`src/rtl/cpu_pkg.sv`:
```
// Shared constants for the 4-bit accumulator CPU: opcode encodings and bench timing.
package cpu_pkg;

    localparam logic [3:0] OP_ADD_A    = 4'b0000;
    localparam logic [3:0] OP_MOV_A_B  = 4'b0001;
    localparam logic [3:0] OP_IN_A     = 4'b0010;
    localparam logic [3:0] OP_MOV_A_IM = 4'b0011;
    localparam logic [3:0] OP_MOV_B_A  = 4'b0100;
    localparam logic [3:0] OP_ADD_B    = 4'b0101;
    localparam logic [3:0] OP_IN_B     = 4'b0110;
    localparam logic [3:0] OP_MOV_B_IM = 4'b0111;
    localparam logic [3:0] OP_OUT_B    = 4'b1001;
    localparam logic [3:0] OP_OUT_IM   = 4'b1011;
    localparam logic [3:0] OP_JNC      = 4'b1110;
    localparam logic [3:0] OP_JMP      = 4'b1111;

    localparam int HCYCL = 5;
    localparam int STROB = 1;

endpackage

```
`src/rtl/cpu_register_file.sv`:
```
// 4-bit data register with load enable and asynchronous active-low clear.
module register_file (
    input  logic       clk,
    input  logic       rst_n,
    input  logic       load,
    input  logic [3:0] dat_in,
    output logic [3:0] dat_out
);

    logic [3:0] dat_q, dat_d;

    always_comb begin
        dat_d = dat_q;
        if (load) begin
            dat_d = dat_in;
        end
    end

    always_ff @(posedge clk or negedge rst_n) begin
        if (!rst_n) begin
            dat_q <= 4'h0;
        end else begin
            dat_q <= dat_d;
        end
    end

    assign dat_out = dat_q;

endmodule

```
`src/rtl/cpu.sv`:
```
// Single-cycle TD4-class CPU: decodes the instruction at pc and updates A, B, C and pc each edge.
module cpu
    import cpu_pkg::*;
(
    input  logic       clk_cpu,
    input  logic       reset,
    input  logic [7:0] inst,
    output logic [3:0] pc
);

    logic [3:0] opcode, imm;
    logic [3:0] a_q, b_q, a_d, b_d;
    logic       load_a, load_b;
    logic [3:0] pc_q, pc_d;
    logic       c_q, c_d;
    logic [3:0] add_src;
    logic [4:0] sum;

    assign opcode = inst[7:4];
    assign imm    = inst[3:0];

    // One shared adder; only ADD B takes B as its operand.
    assign add_src = (opcode == OP_ADD_B) ? b_q : a_q;
    assign sum     = {1'b0, add_src} + {1'b0, imm};

    always_comb begin
        a_d    = a_q;
        b_d    = b_q;
        load_a = 1'b0;
        load_b = 1'b0;
        c_d    = 1'b0;
        pc_d   = pc_q + 4'd1;
        case (opcode)
            OP_ADD_A: begin
                a_d    = sum[3:0];
                c_d    = sum[4];
                load_a = 1'b1;
            end
            OP_ADD_B: begin
                b_d    = sum[3:0];
                c_d    = sum[4];
                load_b = 1'b1;
            end
            OP_MOV_A_IM: begin
                a_d    = imm;
                load_a = 1'b1;
            end
            OP_MOV_B_IM: begin
                b_d    = imm;
                load_b = 1'b1;
            end
            OP_MOV_A_B: begin
                a_d    = b_q;
                load_a = 1'b1;
            end
            OP_MOV_B_A: begin
                b_d    = a_q;
                load_b = 1'b1;
            end
            OP_IN_A: begin
                a_d    = 4'h0;
                load_a = 1'b1;
            end
            OP_IN_B: begin
                b_d    = 4'h0;
                load_b = 1'b1;
            end
            OP_JMP: pc_d = imm;
            // Tests the carry left by the previous instruction; C itself is cleared here.
            OP_JNC: begin
                if (!c_q) begin
                    pc_d = imm;
                end
            end
            OP_OUT_B, OP_OUT_IM: ;
            default: ;
        endcase
    end

    always_ff @(posedge clk_cpu or negedge reset) begin
        if (!reset) begin
            pc_q <= 4'h0;
            c_q  <= 1'b0;
        end else begin
            pc_q <= pc_d;
            c_q  <= c_d;
        end
    end

    register_file register_file_a (
        .clk     (clk_cpu),
        .rst_n   (reset),
        .load    (load_a),
        .dat_in  (a_d),
        .dat_out (a_q)
    );

    register_file register_file_b (
        .clk     (clk_cpu),
        .rst_n   (reset),
        .load    (load_b),
        .dat_in  (b_d),
        .dat_out (b_q)
    );

    assign pc = pc_q;

endmodule

```
`config.mk`:
```
export PLATFORM = sky130hd
export DESIGN_NAME = cpu
export DESIGN_NICKNAME = d
export VERILOG_FILES = /design/src/rtl/cpu_pkg.sv /design/src/rtl/cpu_register_file.sv /design/src/rtl/cpu.sv
export SDC_FILE = /design/constraint.sdc
export NUM_CORES = 1
export LEC_CHECK = 0
export BUFFER_PORTS_ARGS = -buffer_cell sky130_fd_sc_hd__buf_4
export CAP_MARGIN = 5
export CORE_ASPECT_RATIO = 1.25
export CORE_MARGIN = 2
export CORE_UTILIZATION = 50
export DETAILED_ROUTE_END_ITERATION = 8
export PLACE_DENSITY = 0.74
export SETUP_SLACK_MARGIN = 0.2
export SYNTH_ARGS = -nofsm -noshare
export SYNTH_HDL_FRONTEND = slang
export SYNTH_HIERARCHICAL = 1
export SYNTH_SLANG_ARGS = --single-unit
```
`constraint.sdc`:
```
create_clock -name clk_cpu -period 2.17 [get_ports clk_cpu]
set_clock_uncertainty 0.2 [all_clocks]
set_input_delay 0.434 -clock clk_cpu [delete_from_list [all_inputs] [get_ports clk_cpu]]
set_output_delay 0.434 -clock clk_cpu [all_outputs]
set_load 0.02 [all_outputs]
```
Word-level counts from Yosys, hierarchy flattened
Index checks and enable logic that the tools add are counted.
{"block": "totals", "register_bits": 13, "elab_cells": 31, "inputBits": 10, "output_inout_bits": 4}
{"block": "op_classes", "eq_ne": 9, "n_mux": 8, "n_addsub": 2, "n_reduce_logical": 8}
{"operator": "$pmux W4 S4", "n": 2}
{"operator": "$eq A4 B3 Y1 const B", "n": 4}
{"operator": "$eq A4 B2 Y1 const B", "n": 2}
{"operator": "$eq A4 B4 Y1 const B", "n": 2}
{"operator": "$mux W4", "n": 2}
{"operator": "$pmux W4 S2", "n": 1}
{"operator": "$reduce_bool A4 Y1", "n": 2}
{"operator": "$reduce_or A4 Y1", "n": 2}
{"operator": "$add A4 B4 Y5", "n": 1}
{"operator": "$add A4 B1 Y4 const B", "n": 1}
{"operator": "$eq A4 B1 Y1 const B", "n": 1}
{"operator": "$logic_not A4 Y1", "n": 1}
{"operator": "$reduce_and A2 Y1", "n": 2}
{"operator": "$mux W1", "n": 3}
{"operator": "$reduce_or A2 Y1", "n": 1}

Longest topological paths before layout
{"block": "depth", "depth_word": 4, "depth_mapped": 8, "depth_no_buf": 8}

Cells and area by module
Netlist, hierarchy kept.
{"module": "cpu", "n_inst": 1, "cells_per_inst": 79, "area_per_inst_um2": 700.7, "seq_area_each_um2": 125.1}
{"module": "register_file", "n_inst": 2, "cells_per_inst": 8, "area_per_inst_um2": 145.1, "seq_area_each_um2": 100.1}

Least setup slack after synthesis
No wires, ideal clock.
{"block": "synth_timing", "path_kind": "input-to-reg", "start": "input port inst[7]", "end": "register register_file_b.dat_q[1] (netlist: register_file_b/dat_out[1])", "path_slack_ns": -0.543, "required_ns": 1.845, "setup_time_ns": 0.125, "cell_stages": 8, "arrival_time_ns": 2.389, "path_buffers": 0, "path_cell_list": "and4bb_4 -> mux2_2 -> ha_1 -> fa_1 -> mux2_2 -> nand2_1 -> a31oi_1 -> mux2_2"}
{"block": "synth_via", "elab_chain_cells": 4, "word_cells_on_any_way": 11, "cone_classes": "1 x add/sub; 4 x eq/ne; 3 x mux; 3 x reduce/logical"}
{"item": "from (decl)", "line": "cpu.sv:7", "source": "input logic [7:0] inst,"}
{"item": "$eq A4 B3 Y1", "line": "cpu.sv:23, cpu.sv:33"}
{"item": "$mux W4", "line": "cpu.sv:23", "source": "assign add_src = (opcode == OP_ADD_B) ? b_q : a_q;"}
{"item": "$add A4 B4 Y5", "line": "cpu.sv:24", "source": "assign sum = {1'b0, add_src} + {1'b0, imm};"}
{"item": "$pmux W4 S4 (*)", "line": "cpu.sv:33", "source": "case (opcode)"}
{"item": "named net b_d[1]", "line": "cpu.sv:12", "source": "logic [3:0] a_q, b_q, a_d, b_d;"}
{"item": "to (signal assigned)", "line": "cpu_register_file.sv:23", "source": "dat_q <= dat_d;"}
{"item": "to (decl)", "line": "cpu_register_file.sv:10", "source": "logic [3:0] dat_q, dat_d;"}
Mark *: on every way through the listed nets, which the timed path passes. The rest lies on a longest branch.
A chain may end at the register's enable or synchronous reset.

Worst setup path in the final report
{"block": "layout_timing", "start": "input port inst[5]", "end": "register register_file_b.dat_q[1] (netlist: register_file_b/dat_out[1])"}
The elaborated chain is that of the path after synthesis.

==> summary.txt <==
Worst setup path
  • Critical Path RT: 2.16 ns
  • Worst Setup Start Kind: primary input
  • Max FO, Critical Path: 3
  • CP Class: primary input to flop
  • Crit end category: flop
  • Arr. time, crit path: 2.44 ns

Synthesis
  • Distinct cells, synth: 33
  • Yosys warnings: 6
  • Post-synth top area share: 32.83%
  • Syn avg cell area: 10.43 µm²
  • Flops & latches, synth: 13
  • Top cells by area, synth: dfrtp_1 33%, mux2_2 19%, ha_1 6.3%, a31oi_1 3.2%, mux2i_1 3.0%
  • Syn Inst Count: 95
  • Post-synthesis sequential area ratio: 32.83%
  • Syn nets: 111
  • Post-Syn Area: 991.0 µm²
  • Leading area contributor after synthesis: dfrtp_1

Detailed routing
  • Drt drc: 0
  • Avg WL per Cell: 18.29 µm
  • Drt total wl: 2707 µm
  • Via count: 905
  • Antenna Nets Post-Route: 0
  • Initial DRC Count: 22
  • Drt first pass iters: 4
  • DR vias/cell: 6.115

STA
  • Final Setup Violations: 7
  • Worst-Margin Slew: 0.3560 ns
  • PnR worst setup slack: -0.2813 ns
  • Maximum clock rate: 408.0 MHz
  • Slew Viols, Final: 0
  • Final min period: 2.451 ns
  • Final period util: 113.0%
  • Slew headroom: 76.01%
  • RSZ-0062 raised after global routing: true
  • Hold slack: 0.2036 ns
  • Fin. Hold Viols: 0

Floorplan
  • Placeable Area: 1914 µm²
  • IO Pins: 14
  • Die height: 53.78 µm
  • Die X: 43.82 µm
  • DIE AREA: 2356 µm²
  • Initial Utilization: 51.76%
  • # rows: 18

CTS
  • Clock-pin slew on the worst setup and hold paths: 0.09 ns
  • Root Buffer: clkbuf_4
  • Max H-tree Level: 1
  • Clock net sink count: 13
  • CTS Buffer Depth: 2
  • Clk_lat worst skew: 0.30 ns
  • Num CTS Buffers: 3
  • TritonCTS clock tree: yes

Global routing
  • Initial antenna violation count: 0
  • GR Overflow Total: 0
  • Vias in the first global route: 923
  • Largest net degree at the start of global routing: 16
  • First-pass GRT wire length: 4133 µm
  • GRT Overall Usage: 25.18%

Outcome
  • Status: complete, but fails checks
  • Violated checks: negative setup slack

Placement
  • Place WS: -0.6432 ns
  • Dpl cells: 139
  • GP Congestion: 0.8609
  • Post-DP HPWL: 1733 µm
  • Placed inst area: 1214 µm²
  • PortBufs: 13

Hold path
  • Min-Delay Path Class: primary input to flop

Flow run
  • Max-cap viol count: 0

Layout
  • Non-Filler Instances: 148
  • FILL cells: 136
  • Antenna fix cells: 0
  • Design Area, Final: 1398 µm²
  • Share of layout cells above drive strength 1: 52.34%
  • Area Growth Syn to Fin: 41.04%
  • Final nets: 145

Power
  • Lkg Pwr: 0.6219 nW
  • Maximum vdd drop: 0.6919 mV
  • PwrDens: 1112 nW/µm²
==> routing by layer <==
metal	GRT usage, %	wire length, µm	vias up
met3	4.362	124	8
met5	0	0	-
met2	42.16	1420	38
li1	-	-	421
met1	27.22	1046	438
met4	21.72	115	0
==> cell families after synthesis <==
family	count (synthesis)	synth area share, %
compound gates	24	17.68
xor+xnor	4	3.536
fa+ha+maj	6	8.333
buf+inv	7	3.913
flops	13	32.83
mux	20	22.35
simple gates	21	11.37
==> report_power, final <==
group	switching, mW	total, mW	internal (mW)
combinational	0.396	0.952	0.556
sequential	0.0895	0.436	0.346
clock	0.0969	0.166	0.0689
==> final cells by class <==
| type | count | area (µm²) | share of cell area [%] |
|---|---|---|---|
| repair buffers | 32 | 254.0 | 18.17 |
| clock inverters | 1 | 5.005 | 0.3581 |
| multi-input cells | 75 | 750.7 | 53.72 |
| inverters | 4 | 15.01 | 1.074 |
| flip-flops and latches | 13 | 325.3 | 23.28 |
| well taps | 20 | 25.02 | 1.791 |
| clock buffers | 3 | 22.52 | 1.611 |
==> cell usage in the layout, fill, tap and decap left out, types with 2 or more instances in the layout <==
master     n
nand2_1    2
o21ai_0    2
mux2i_1    3
o21a_1     3
dfrtp_1   13
buf_4     28
nor2_1     6
ha_4       3
buf_6      3
inv_1      4
mux2_2     6
nand3_1    6
ha_1       2
clkbuf_4   3
o211ai_1   4
mux2_4    11
xor2_1     2
a31oi_1    4
==> Yosys cell counts <==
cell type,number
mux2_2,17
dfrtp_1,13
nand3_1,6
nor2_1,6
a31oi_1,5
ha_1,5
inv_1,4
o211ai_1,4
mux2i_1,3
nand2_1,3
o21a_1,3
o21ai_0,3
xor2_1,3
a211oi_1,1
a21o_1,1
a21oi_1,1
a21oi_4,1
and4bb_4,1
buf_2,1
buf_4,1
buf_6,1
fa_1,1
nor2_2,1
nor2b_1,1
nor4_1,1
o2111ai_1,1
o21ai_1,1
o21ba_2,1
o22ai_1,1
o311a_1,1
or2_2,1
or2b_1,1
xnor2_1,1
==> sequential cells by signal, summed over array words and instances (netlist names) <==
name / flops
register_file_a/dat_out: 4
pc: 4
c_q: 1
register_file_b/dat_out: 4
==> metrics by stage <==
step | power (mW) | TNS, ns | util, %
floorplan | 0.9171 | -2.612 | -
global placement | 1.140 | -4.164 | 63.40
detailed placement | 1.168 | -4.366 | 63.40
CTS | 1.449 | -1.414 | 69.80
global route | 1.653 | -1.917 | 73.01
finish | 1.554 | -1.573 | 73.01
==> worst max-delay path: stages <==
cell	delay [ns]
buf_6	0.09
and4bb_4	0.36
mux2_4	0.32
ha_4	0.16
fa_2	0.42
mux2_4	0.27
nand2_2	0.06
a31oi_2	0.07
mux2_4	0.26
==> path summary, 6_finish.rpt <==
kind,startpoint,endpoint,slack (ns),cells past startpoint
max,inst[5],register_file_b/dat_out[1],-0.28,9
max reg2reg,register_file_a/dat_out[0],register_file_b/dat_out[1],-0.10,7
min in group asynchronous,reset,register_file_a/dat_out[2],0.31,2
min,inst[3],pc[3],0.20,2
max in group asynchronous,reset,register_file_a/dat_out[3],1.30,2
min reg2reg,pc[0],pc[0],0.34,1
==> repair_timing <==
action,CTS,global route
hold buffers,1,0
pin swaps,10,11
gates resized for setup,14,10
endpoints found under the hold margin,13,0
endpoints found under the setup margin,9,9
buffers inserted,2,2
(Power assumes the default switching activity.)
